===== config.mk =====
export PLATFORM = sky130hd
export DESIGN_NAME = pdcch_pn_seq_gen
export DESIGN_NICKNAME = d
export VERILOG_FILES = /design/src/rtl/pdcch_pn_seq_gen.sv
export SDC_FILE = /design/constraint.sdc
export NUM_CORES = 1
export LEC_CHECK = 0
export CAP_MARGIN = 20
export CORE_ASPECT_RATIO = 1.5
export CORE_MARGIN = 5
export CORE_UTILIZATION = 44
export CTS_BUF_LIST = sky130_fd_sc_hd__clkbuf_16
export CTS_CLUSTER_DIAMETER = 40
export DETAILED_ROUTE_END_ITERATION = 6
export PLACE_DENSITY = 0.76
export SLEW_MARGIN = 20
export SYNTH_ARGS = -nofsm -noshare
export SYNTH_HDL_FRONTEND = slang
export SYNTH_SLANG_ARGS = --single-unit

===== constraint.sdc =====
create_clock -name clk -period 2 [get_ports clk]
set_input_delay 0.6 -clock clk [delete_from_list [all_inputs] [get_ports clk]]
set_output_delay 0.6 -clock clk [all_outputs]
set_load 0.01 [all_outputs]

===== src/rtl/pdcch_pn_seq_gen.sv =====
// PDCCH DMRS pseudo-random sequence generator.
// Takes one config (C_init, length, offset) per occasion, runs the length-31
// Gold sequence through its Nc warm-up plus the DMRS offset, then streams
// c(n) packed OUT_W bits per word (earliest bit in the LSB) to the mapper.
module pdcch_pn_seq_gen #(
  parameter int OUT_W = 2,
  parameter int NC    = 1600,
  parameter int LEN_W = 16,
  parameter int OFS_W = 13
) (
  input  logic             clk,
  input  logic             reset,
  input  logic             s_cfg_valid,
  output logic             s_cfg_ready,
  input  logic [30:0]      s_cfg_cinit,
  input  logic [LEN_W-1:0] s_cfg_seqlen,
  input  logic [OFS_W-1:0] s_cfg_offset,
  output logic             m_pn_valid,
  input  logic             m_pn_ready,
  output logic [OUT_W-1:0] m_pn_data,
  output logic             m_pn_last,
  output logic             busy
);

  typedef enum logic [1:0] {IDLE, WARM, LOAD, OUT} state_t;

  state_t             r_state, w_next;
  logic               r_ready;
  logic               r_valid;
  logic               r_last;
  logic [OUT_W-1:0]   r_data;
  logic [30:0]        r_x1, r_x2;
  logic [LEN_W-1:0]   r_remaining;   // bits not yet packed into a word
  logic [16:0]        r_skip;

  logic               w_accept, w_start, w_hs, w_gen;
  logic [16:0]        w_skip0;
  logic [30:0]        w_x1, w_x2;
  logic [OUT_W-1:0]   w_word;

  function automatic logic [30:0] x1_step(input logic [30:0] x);
    return {x[3] ^ x[0], x[30:1]};
  endfunction

  function automatic logic [30:0] x2_step(input logic [30:0] x);
    return {x[3] ^ x[2] ^ x[1] ^ x[0], x[30:1]};
  endfunction

  assign w_accept = s_cfg_valid && r_ready;
  assign w_start  = w_accept && (s_cfg_seqlen != '0);
  assign w_skip0  = 17'(NC) + 17'(s_cfg_offset);
  assign w_hs     = (r_state == OUT) && r_valid && m_pn_ready;
  // A new word is built in LOAD and on every non-final handshake (no bubble).
  assign w_gen    = (r_state == LOAD) || (w_hs && !r_last);

  // Pack the next OUT_W sequence bits; bits past the end of the sequence are 0.
  always_comb begin
    w_x1   = r_x1;
    w_x2   = r_x2;
    w_word = '0;
    for (int i = 0; i < OUT_W; i++) begin
      if (LEN_W'(i) < r_remaining) w_word[i] = w_x1[0] ^ w_x2[0];
      w_x1 = x1_step(w_x1);
      w_x2 = x2_step(w_x2);
    end
  end

  // State register.
  always_ff @(posedge clk or negedge reset) begin
    if (!reset) r_state <= IDLE;
    else        r_state <= w_next;
  end

  // Next-state logic; a zero-length config is consumed without leaving IDLE.
  always_comb begin
    w_next = r_state;
    case (r_state)
      IDLE: if (w_start) w_next = (w_skip0 == '0) ? LOAD : WARM;
      WARM: if (r_skip <= 17'd1) w_next = LOAD;
      LOAD: w_next = OUT;
      OUT:  if (w_hs && r_last) w_next = IDLE;
      default: w_next = IDLE;
    endcase
  end

  // Config ready follows the state we are about to be in, so it is 0 out of
  // reset and rises one clock later, and reopens right after the last word.
  always_ff @(posedge clk or negedge reset) begin
    if (!reset) r_ready <= 1'b0;
    else        r_ready <= (w_next == IDLE);
  end

  // LFSRs, counters and the output word register.
  always_ff @(posedge clk or negedge reset) begin
    if (!reset) begin
      r_x1        <= '0;
      r_x2        <= '0;
      r_remaining <= '0;
      r_skip      <= '0;
      r_data      <= '0;
      r_valid     <= 1'b0;
      r_last      <= 1'b0;
    end else begin
      case (r_state)
        IDLE: begin
          if (w_start) begin
            r_x1        <= 31'h1;
            r_x2        <= s_cfg_cinit;
            r_remaining <= s_cfg_seqlen;
            r_skip      <= w_skip0;
          end
        end
        WARM: begin
          r_x1   <= x1_step(r_x1);
          r_x2   <= x2_step(r_x2);
          r_skip <= r_skip - 17'd1;
        end
        default: begin
          if (w_gen) begin
            r_x1        <= w_x1;
            r_x2        <= w_x2;
            r_data      <= w_word;
            r_valid     <= 1'b1;
            r_last      <= (r_remaining <= LEN_W'(OUT_W));
            r_remaining <= (r_remaining > LEN_W'(OUT_W)) ?
                           r_remaining - LEN_W'(OUT_W) : '0;
          end else if (w_hs && r_last) begin
            r_valid <= 1'b0;
            r_last  <= 1'b0;
          end
        end
      endcase
    end
  end

  assign s_cfg_ready = r_ready;
  assign m_pn_valid  = r_valid;
  assign m_pn_data   = r_data;
  assign m_pn_last   = r_last;
  assign busy        = (r_state != IDLE);

endmodule


==> summary.txt, run 1 <==
Worst setup path
  – Worst Path Max Fanout: 9
  – Slowest CP cell: dlygate4sd2_1
  – Worst R2R Start: r_skip[6]
  – R2r setup slk: 30 ps
  – CP endpoint kind: flip-flop
  – Kind of critical path: in -> reg
  – Reg-to-reg endpoint: r_skip[9]
  – CP Data Required Time: 2220 ps
  – Critical-path cell list: dlygate4sd2_1 -> nor4_4 -> a41oi_4 -> buf_6 -> o21bai_4 -> buf_6 -> buf_4 -> buf_12 -> o21ai_0
  – Arrival time worst endpoint: 2230 ps
  – R2R cell count: 5
  – CP Launch Type: input pin
  – Most frequent CP cell: buf_6
  – CP max stage delay: 270 ps

Cells and area
  – Area grow syn2layout: 32.7%
  – Ant. Diodes: 0
  – Commonest non-fill, non-tap cell in the layout: dfrtp_1
  – Fillcell total: 1072
  – Layout cell share with drive strength beyond 1: 19.5%
  – Multi-input logic area: 0.00314 mm²
  – Net count, final: 850
  – Commonest cells after routing, fill and taps aside: 100 x dfrtp_1, 96 x nand2_1, 76 x buf_4
  – Sequential cell area: 0.00255 mm²

Power
  – Switching power: 2.83 mW
  – Power Density: 1020 mW/mm²
  – Combinational share of power: 35.4%
  – Leak Pwr: 3.33 nW
  – Peak supply drop: 0.660 mV
  – Total power: 7.83 mW
  – Internal power: 5.00 mW
  – Sw Ratio: 36.1%
  – Clock share of power: 22.0%
  – Flop pwr share: 42.6%

Logic synthesis
  – Post-synthesis sequential area ratio: 44.3%
  – Synth async-reset ratio: 100%
  – Mapped Nets: 727
  – Synth top area cells: dfrtp_1 44%, nand2_1 6.3%, mux2i_1 5.6%
  – Mean Syn Cell Area: 8.76 µm²
  – Post-synth EDFFs: 0
  – Seq cells post-synth: 102
  – Yosys top cell by area: dfrtp_1
  – Post-Syn Instances: 657
  – Most used flip-flop cell after synthesis: dfrtp_1
  – Yosys cell types: 61
  – Yosys top cell area share: 44.3%
  – Mapped cell area: 0.00576 mm²
  – Synth Warn #: 0

GRT
  – Pin count of the biggest net entering global routing: 97
  – GRT Util Overall: 21.2%
  – First-pass GRT wire length: 26300 µm
  – Initial antenna violation count: 0
  – Grt ovf: 0
  – Number of global-route vias before repair: 5587

Timing
  – Final WS setup: -3.25 ps
  – Final Max Tran Viols: 0
  – Fin. Hold Viols: 0
  – Slew @ Worst Pin: 652 ps
  – Worst slew margin: 56.5%
  – Final setup fails: 1
  – RSZ-0062 raised after global routing: true
  – Max Freq: 0.499 GHz
  – Period utilisation layout: 100%
  – Worst Skew: 13.6 ps
  – Minimum clock period: 2000 ps

Route
  – Total number of vias: 5625
  – Via density: 5.97
  – Post-DRT Antenna Nets: 0
  – Residual DRC: 0
  – WL/cell: 17.5 µm
  – DRT Pass-1 Iters: 5
  – Drt total wl: 16500 µm
  – 1st-iter DRT viols: 398

Floorplanning
  – Initial core utilization: 44.7%
  – # rows: 51
  – Chip height: 150 µm
  – Die width: 103 µm
  – Core ar.: 0.0129 mm²
  – Die ar.: 0.0155 mm²
  – I/O pin count: 70

CTS
  – Bufs on Longest Clock Path: 2
  – CTS tree: yes
  – CTS Buf Count: 9
  – Htree depth: 3
  – Clock Latency Late Sink: 350 ps
  – Clock transition at the registers of the reported paths: 70 ps
  – CTS Sinks: 102
  – Cts hold-fix bufs: 0
  – Clock root buffer: clkbuf_16

Min path
  – Tightest Hold Check Type: in -> async

Placement
  – Gpl congestion: 0.920
  – Post-place setup slack: -606 ps
  – # port buffers: 69
  – HPWL Detailed: 10800 µm

Job
  – Number of max-cap violations: 0

Status
  – Failing checks: negative setup slack
  – Status: finished, violations left
[timing repair]
item                                   CTS  global route
setup endpoints to repair               95            95
buffers inserted                         6             3
gates cloned                             4             2
pin swaps                                6             9
gates resized for setup                 30            65
endpoints found under the hold margin    0             0
[synthesized netlist by cell type (all sizes together) (9+ instances only)]
library cell and number:
or4 9, nand3 9, o21ai 90, a21oi 45
clkbuf 20, nor2 59, nor3 15, dfrtp 102
mux2i 32, a22oi 35, buf 26, nand2 97
inv 9, nor4 15
[stage by stage]
stage | cell area (µm²) | util, % | cells | hold slack [ps] | TNS [ps]
2_1_floorplan | 5760 | - | 657 | 304 | 0
3_3_place_gp | 7050 | 54.7 | 917 | 488 | -43700
3_5_place_dp | 7050 | 54.7 | 917 | 490 | -50260
4_1_cts | 7490 | 58.1 | 941 | 160 | -52.4
5_1_grt | 7640 | 59.3 | 942 | 170 | -347
6_report | 7640 | 59.3 | 942 | 157 | -3.25
[metal layers]
| layer | up-vias | part of all wire (%) | track usage [%] |
|---|---|---|---|
| met5 | - | 0 | 0 |
| met4 | 0 | 3.6 | 10.6 |
| met3 | 45 | 4.7 | 3.01 |
| met2 | 191 | 53 | 36.4 |
| met1 | 2743 | 39 | 25.5 |
| li1 | 2646 | - | - |
[final cells by class]
type | instances | share of cell area (%)
Multi-Input combinational cell | 499 | 41.1
Sequential cell | 102 | 33.4
Timing Repair Buffer | 157 | 18.6
Clock buffer | 9 | 2.95
Tap cell | 159 | 2.60
Clock inverter | 5 | 0.688
Inverter | 11 | 0.590
[critical path, delay by kind of cell]
family | cells | cell delay (ps)
compound gates | 3 | 490
buf+inv | 5 | 870
simple gates | 1 | 250
[power by group through the flow]
stage / combinational, mW / sequential (mW) / clock, mW
5_1_grt: 3.10 / 3.40 / 1.83
6_report: 2.77 / 3.33 / 1.72
3_3_place_gp: 2.45 / 3.27 / 0
3_5_place_dp: 2.59 / 3.31 / 0
4_1_cts: 2.68 / 3.28 / 1.74
2_1_floorplan: 1.73 / 3.18 / 0
[sequential cells by signal (all words and copies together), names as in the netlist]
name         count
r_x1            31
r_x2            31
r_skip          17
r_remaining     16
m_pn_data        2
r_state          2
m_pn_last        1
m_pn_valid       1
s_cfg_ready      1
[kinds of logic (layout without fill, tap and decap cells)]
family / after synthesis / after routing / synth area share [%]
AO/OA/AOI/OAI: 223 / 224 / 24.0
AND/OR/NAND/NOR: 222 / 222 / 17.7
flip-flops: 102 / 102 / 44.3
buffers and inverters: 57 / 182 / 4.52
multiplexers: 34 / 34 / 5.95
XOR/XNOR: 13 / 13 / 2.22
adder cells (fa/ha/maj): 6 / 6 / 1.30
[how the worst max path moves through the flow]
stage,startpoint,to,slack [ps],cells past startpoint
3_5_place_dp,s_cfg_seqlen[12],r_x1[26],-610,7
6_report,s_cfg_seqlen[7],r_x2[16],-3,9
3_3_place_gp,s_cfg_seqlen[11],r_skip[13],-550,7
4_1_cts,s_cfg_valid,r_remaining[13],-50,8
2_1_floorplan,r_skip[0],r_skip[16],50,7
5_1_grt,s_cfg_seqlen[7],r_x2[15],-40,10
Note: power is estimated with default switching activity, not from simulation.
==> run 2: changes to the inputs <==
--- a/config.mk
+++ b/config.mk
@@ -13,7 +13,6 @@
 export CTS_CLUSTER_DIAMETER = 40
 export DETAILED_ROUTE_END_ITERATION = 6
 export PLACE_DENSITY = 0.76
-export SLEW_MARGIN = 20
 export SYNTH_ARGS = -nofsm -noshare
 export SYNTH_HDL_FRONTEND = slang
 export SYNTH_SLANG_ARGS = --single-unit
==> results of run 2 <==
Final layout, timing and power as in run 1 (identical DEF).
==> run 3: changes to the inputs <==
--- a/config.mk
+++ b/config.mk
@@ -12,6 +12,7 @@
 export CTS_BUF_LIST = sky130_fd_sc_hd__clkbuf_16
 export CTS_CLUSTER_DIAMETER = 40
 export DETAILED_ROUTE_END_ITERATION = 6
+export GPL_TIMING_DRIVEN = 0
 export PLACE_DENSITY = 0.76
 export SYNTH_ARGS = -nofsm -noshare
 export SYNTH_HDL_FRONTEND = slang
==> summary.txt, run 3 (synthesis results as in run 1) <==
Floorplanning
  – Core ar.: 0.0129 mm² (unchanged)
  – I/O pin count: 70 (unchanged)
  – Die width: 103 µm (unchanged)
  – Initial core utilization: 44.7% (unchanged)
  – Chip height: 150 µm (unchanged)
  – # rows: 51 (unchanged)
  – Die ar.: 0.0155 mm² (unchanged)

Power
  – Sw Ratio: 37.2% (was 36.1%)
  – Leak Pwr: 3.17 nW (was 3.33 nW)
  – Power Density: 1010 mW/mm² (was 1020 mW/mm²)
  – Internal power: 4.79 mW (was 5.00 mW)
  – Clock share of power: 20.7% (was 22.0%)
  – Flop pwr share: 44.7% (was 42.6%)
  – Total power: 7.63 mW (was 7.83 mW)
  – Combinational share of power: 34.6% (was 35.4%)
  – Peak supply drop: 0.490 mV (was 0.660 mV)
  – Switching power: 2.84 mW (was 2.83 mW)

Placement
  – HPWL Detailed: 11800 µm (was 10800 µm)
  – # port buffers: 69 (unchanged)
  – Gpl congestion: 0.885 (was 0.920)
  – Inst Count DP: 886 (was 917)

Route
  – Total number of vias: 5678 (was 5625)
  – 1st-iter DRT viols: 386 (was 398)
  – Via density: 6.13 (was 5.97)
  – DRT Pass-1 Iters: 5 (unchanged)
  – WL/cell: 18.7 µm (was 17.5 µm)
  – Residual DRC: 0 (unchanged)
  – Drt total wl: 17300 µm (was 16500 µm)
  – Post-DRT Antenna Nets: 0 (unchanged)

Min path
  – Tightest Hold Check Type: in -> async (unchanged)

Worst setup path
  – R2R cell count: 7 (was 5)
  – CP Launch Type: flip-flop (was input pin)
  – Arrival time worst endpoint: 2290 ps (was 2230 ps)
  – Worst Path Max Fanout: 4 (was 9)
  – Reg-to-reg endpoint: r_remaining[11] (was r_skip[9])
  – R2r setup slk: -70 ps (was 30 ps)
  – CP Launch Point: r_remaining[8] (was s_cfg_seqlen[7])
  – Worst R2R Start: r_remaining[8] (was r_skip[6])
  – CP Data Required Time: 2220 ps (about the same)
  – Kind of critical path: reg -> reg (was in -> reg)
  – CP endpoint kind: flip-flop (unchanged)

Timing
  – Final WS setup: -71.8 ps (was -3.25 ps)
  – Worst Skew: 8.89 ps (was 13.6 ps)
  – Minimum clock period: 2070 ps (was 2000 ps)
  – Worst slew margin: 48.0% (was 56.5%)
  – Setup TNS: -128 ps (was -3.25 ps)
  – Max Freq: 0.483 GHz (was 0.499 GHz)
  – Period utilisation layout: 104% (was 100%)
  – Final setup fails: 5 (was 1)
  – Fin. Hold Viols: 0 (unchanged)
  – Final Max Tran Viols: 0 (unchanged)
  – Slew @ Worst Pin: 780 ps (was 652 ps)
  – RSZ-0062 raised after global routing: true (unchanged)

Cells and area
  – Ant. Diodes: 0 (unchanged)
  – Biggest regs: r_x1 x31, r_x2 x31, r_skip x17 (unchanged)
  – Layout cell share with drive strength beyond 1: 16.8% (was 19.5%)
  – Non-filler cells, final: 926 (was 942)
  – Sequential cell area: 0.00256 mm² (was 0.00255 mm²)
  – Multi-input logic area: 0.00323 mm² (was 0.00314 mm²)
  – Fillcell total: 1099 (was 1072)
  – Net count, final: 832 (was 850)
  – Commonest cells after routing, fill and taps aside: 94 x nand2_1, 94 x dfrtp_1, 58 x nor2_1 (was 100 x dfrtp_1, 96 x nand2_1, 76 x buf_4)
  – Area grow syn2layout: 30.7% (was 32.7%)

GRT
  – Pin count of the biggest net entering global routing: 60 (was 97)
  – Grt ovf: 0 (unchanged)
  – Initial antenna violation count: 0 (unchanged)
  – First-pass GRT wire length: 26800 µm (was 26300 µm)
  – GRT Util Overall: 21.8% (was 21.2%)
  – Number of global-route vias before repair: 5612 (was 5587)

CTS
  – Bufs on Longest Clock Path: 2 (unchanged)
  – Htree depth: 3 (unchanged)
  – CTS Sinks: 102 (unchanged)
  – Cts hold-fix bufs: 0 (unchanged)
  – CTS tree: yes (unchanged)
  – Clock root buffer: clkbuf_16 (unchanged)
  – Clock Latency Late Sink: 340 ps (was 350 ps)
  – CTS Buf Count: 9 (unchanged)
  – Clock transition at the registers of the reported paths: 70 ps (about the same)

Status
  – Failing checks: negative setup slack (unchanged)
  – Status: finished, violations left (unchanged)

Job
  – Number of max-cap violations: 0 (unchanged)
==> run 3: area by class of cell <==
type / count / share of cell area (%)
Buffer: 43 / 4.12
Clock buffer: 9 / 2.99
Clock inverter: 7 / 0.449
Inverter: 11 / 0.615
Multi-Input combinational cell: 498 / 43.0
Sequential cell: 102 / 34.1
Tap cell: 159 / 2.64
Timing Repair Buffer: 97 / 12.2
==> run 3: worst max-delay path by stage <==
stage,end,slack (ps),cells past startpoint
2_1_floorplan,r_skip[16],50,7
3_3_place_gp,r_skip[6],-3480,1
3_5_place_dp,r_x1[14],-860,6
4_1_cts,r_skip[9],-7,5
5_1_grt,r_remaining[11],-120,7
6_report,r_remaining[11],-70,7
==> run 3: power by group through the flow <==
stage                     clock network (mW)  logic (mW)  registers, mW
after floorplan                            0        1.73           3.18
final                                   1.58        2.64           3.41
after detailed placement                   0        2.32           3.35
after CTS                               1.60        2.47           3.36
after global routing                    1.68        2.95           3.49
after global placement                     0        2.23           3.30
==> run 3: routing by layer <==
layer,vias up,track usage (%),part of all wire [%]
met3,66,3.71,6.0
met1,2748,24.9,37
met5,-,0,0
li1,2611,-,-
met4,0,12.6,4.7
met2,253,37.4,53
==> run 3: critical path, cell delays in order, from the launching register on <==
cell	delay, ps
dfrtp_2	430
nor4_4	270
buf_4	190
nand4_1	210
or2_4	340
buf_6	120
a32o_1	210
a22o_1	190
==> run 3: repair_timing <==
item	in CTS	in global routing
setup endpoints to repair	97	77
gates cloned	0	1
pin swaps	18	15
gates resized for setup	84	58
buffers inserted	19	8
==> run 3: metrics by stage <==
step                worst slack, ps  util (%)  cell area, µm²  hold WS, ps
finish                        -71.8      58.4            7520          334
global route                   -119      58.4            7520          412
CTS                           -7.14      56.5            7290          363
detailed placement             -861      51.8            6670          491
global placement              -3480      51.6            6650          486
floorplan                      50.2         -            5760          304
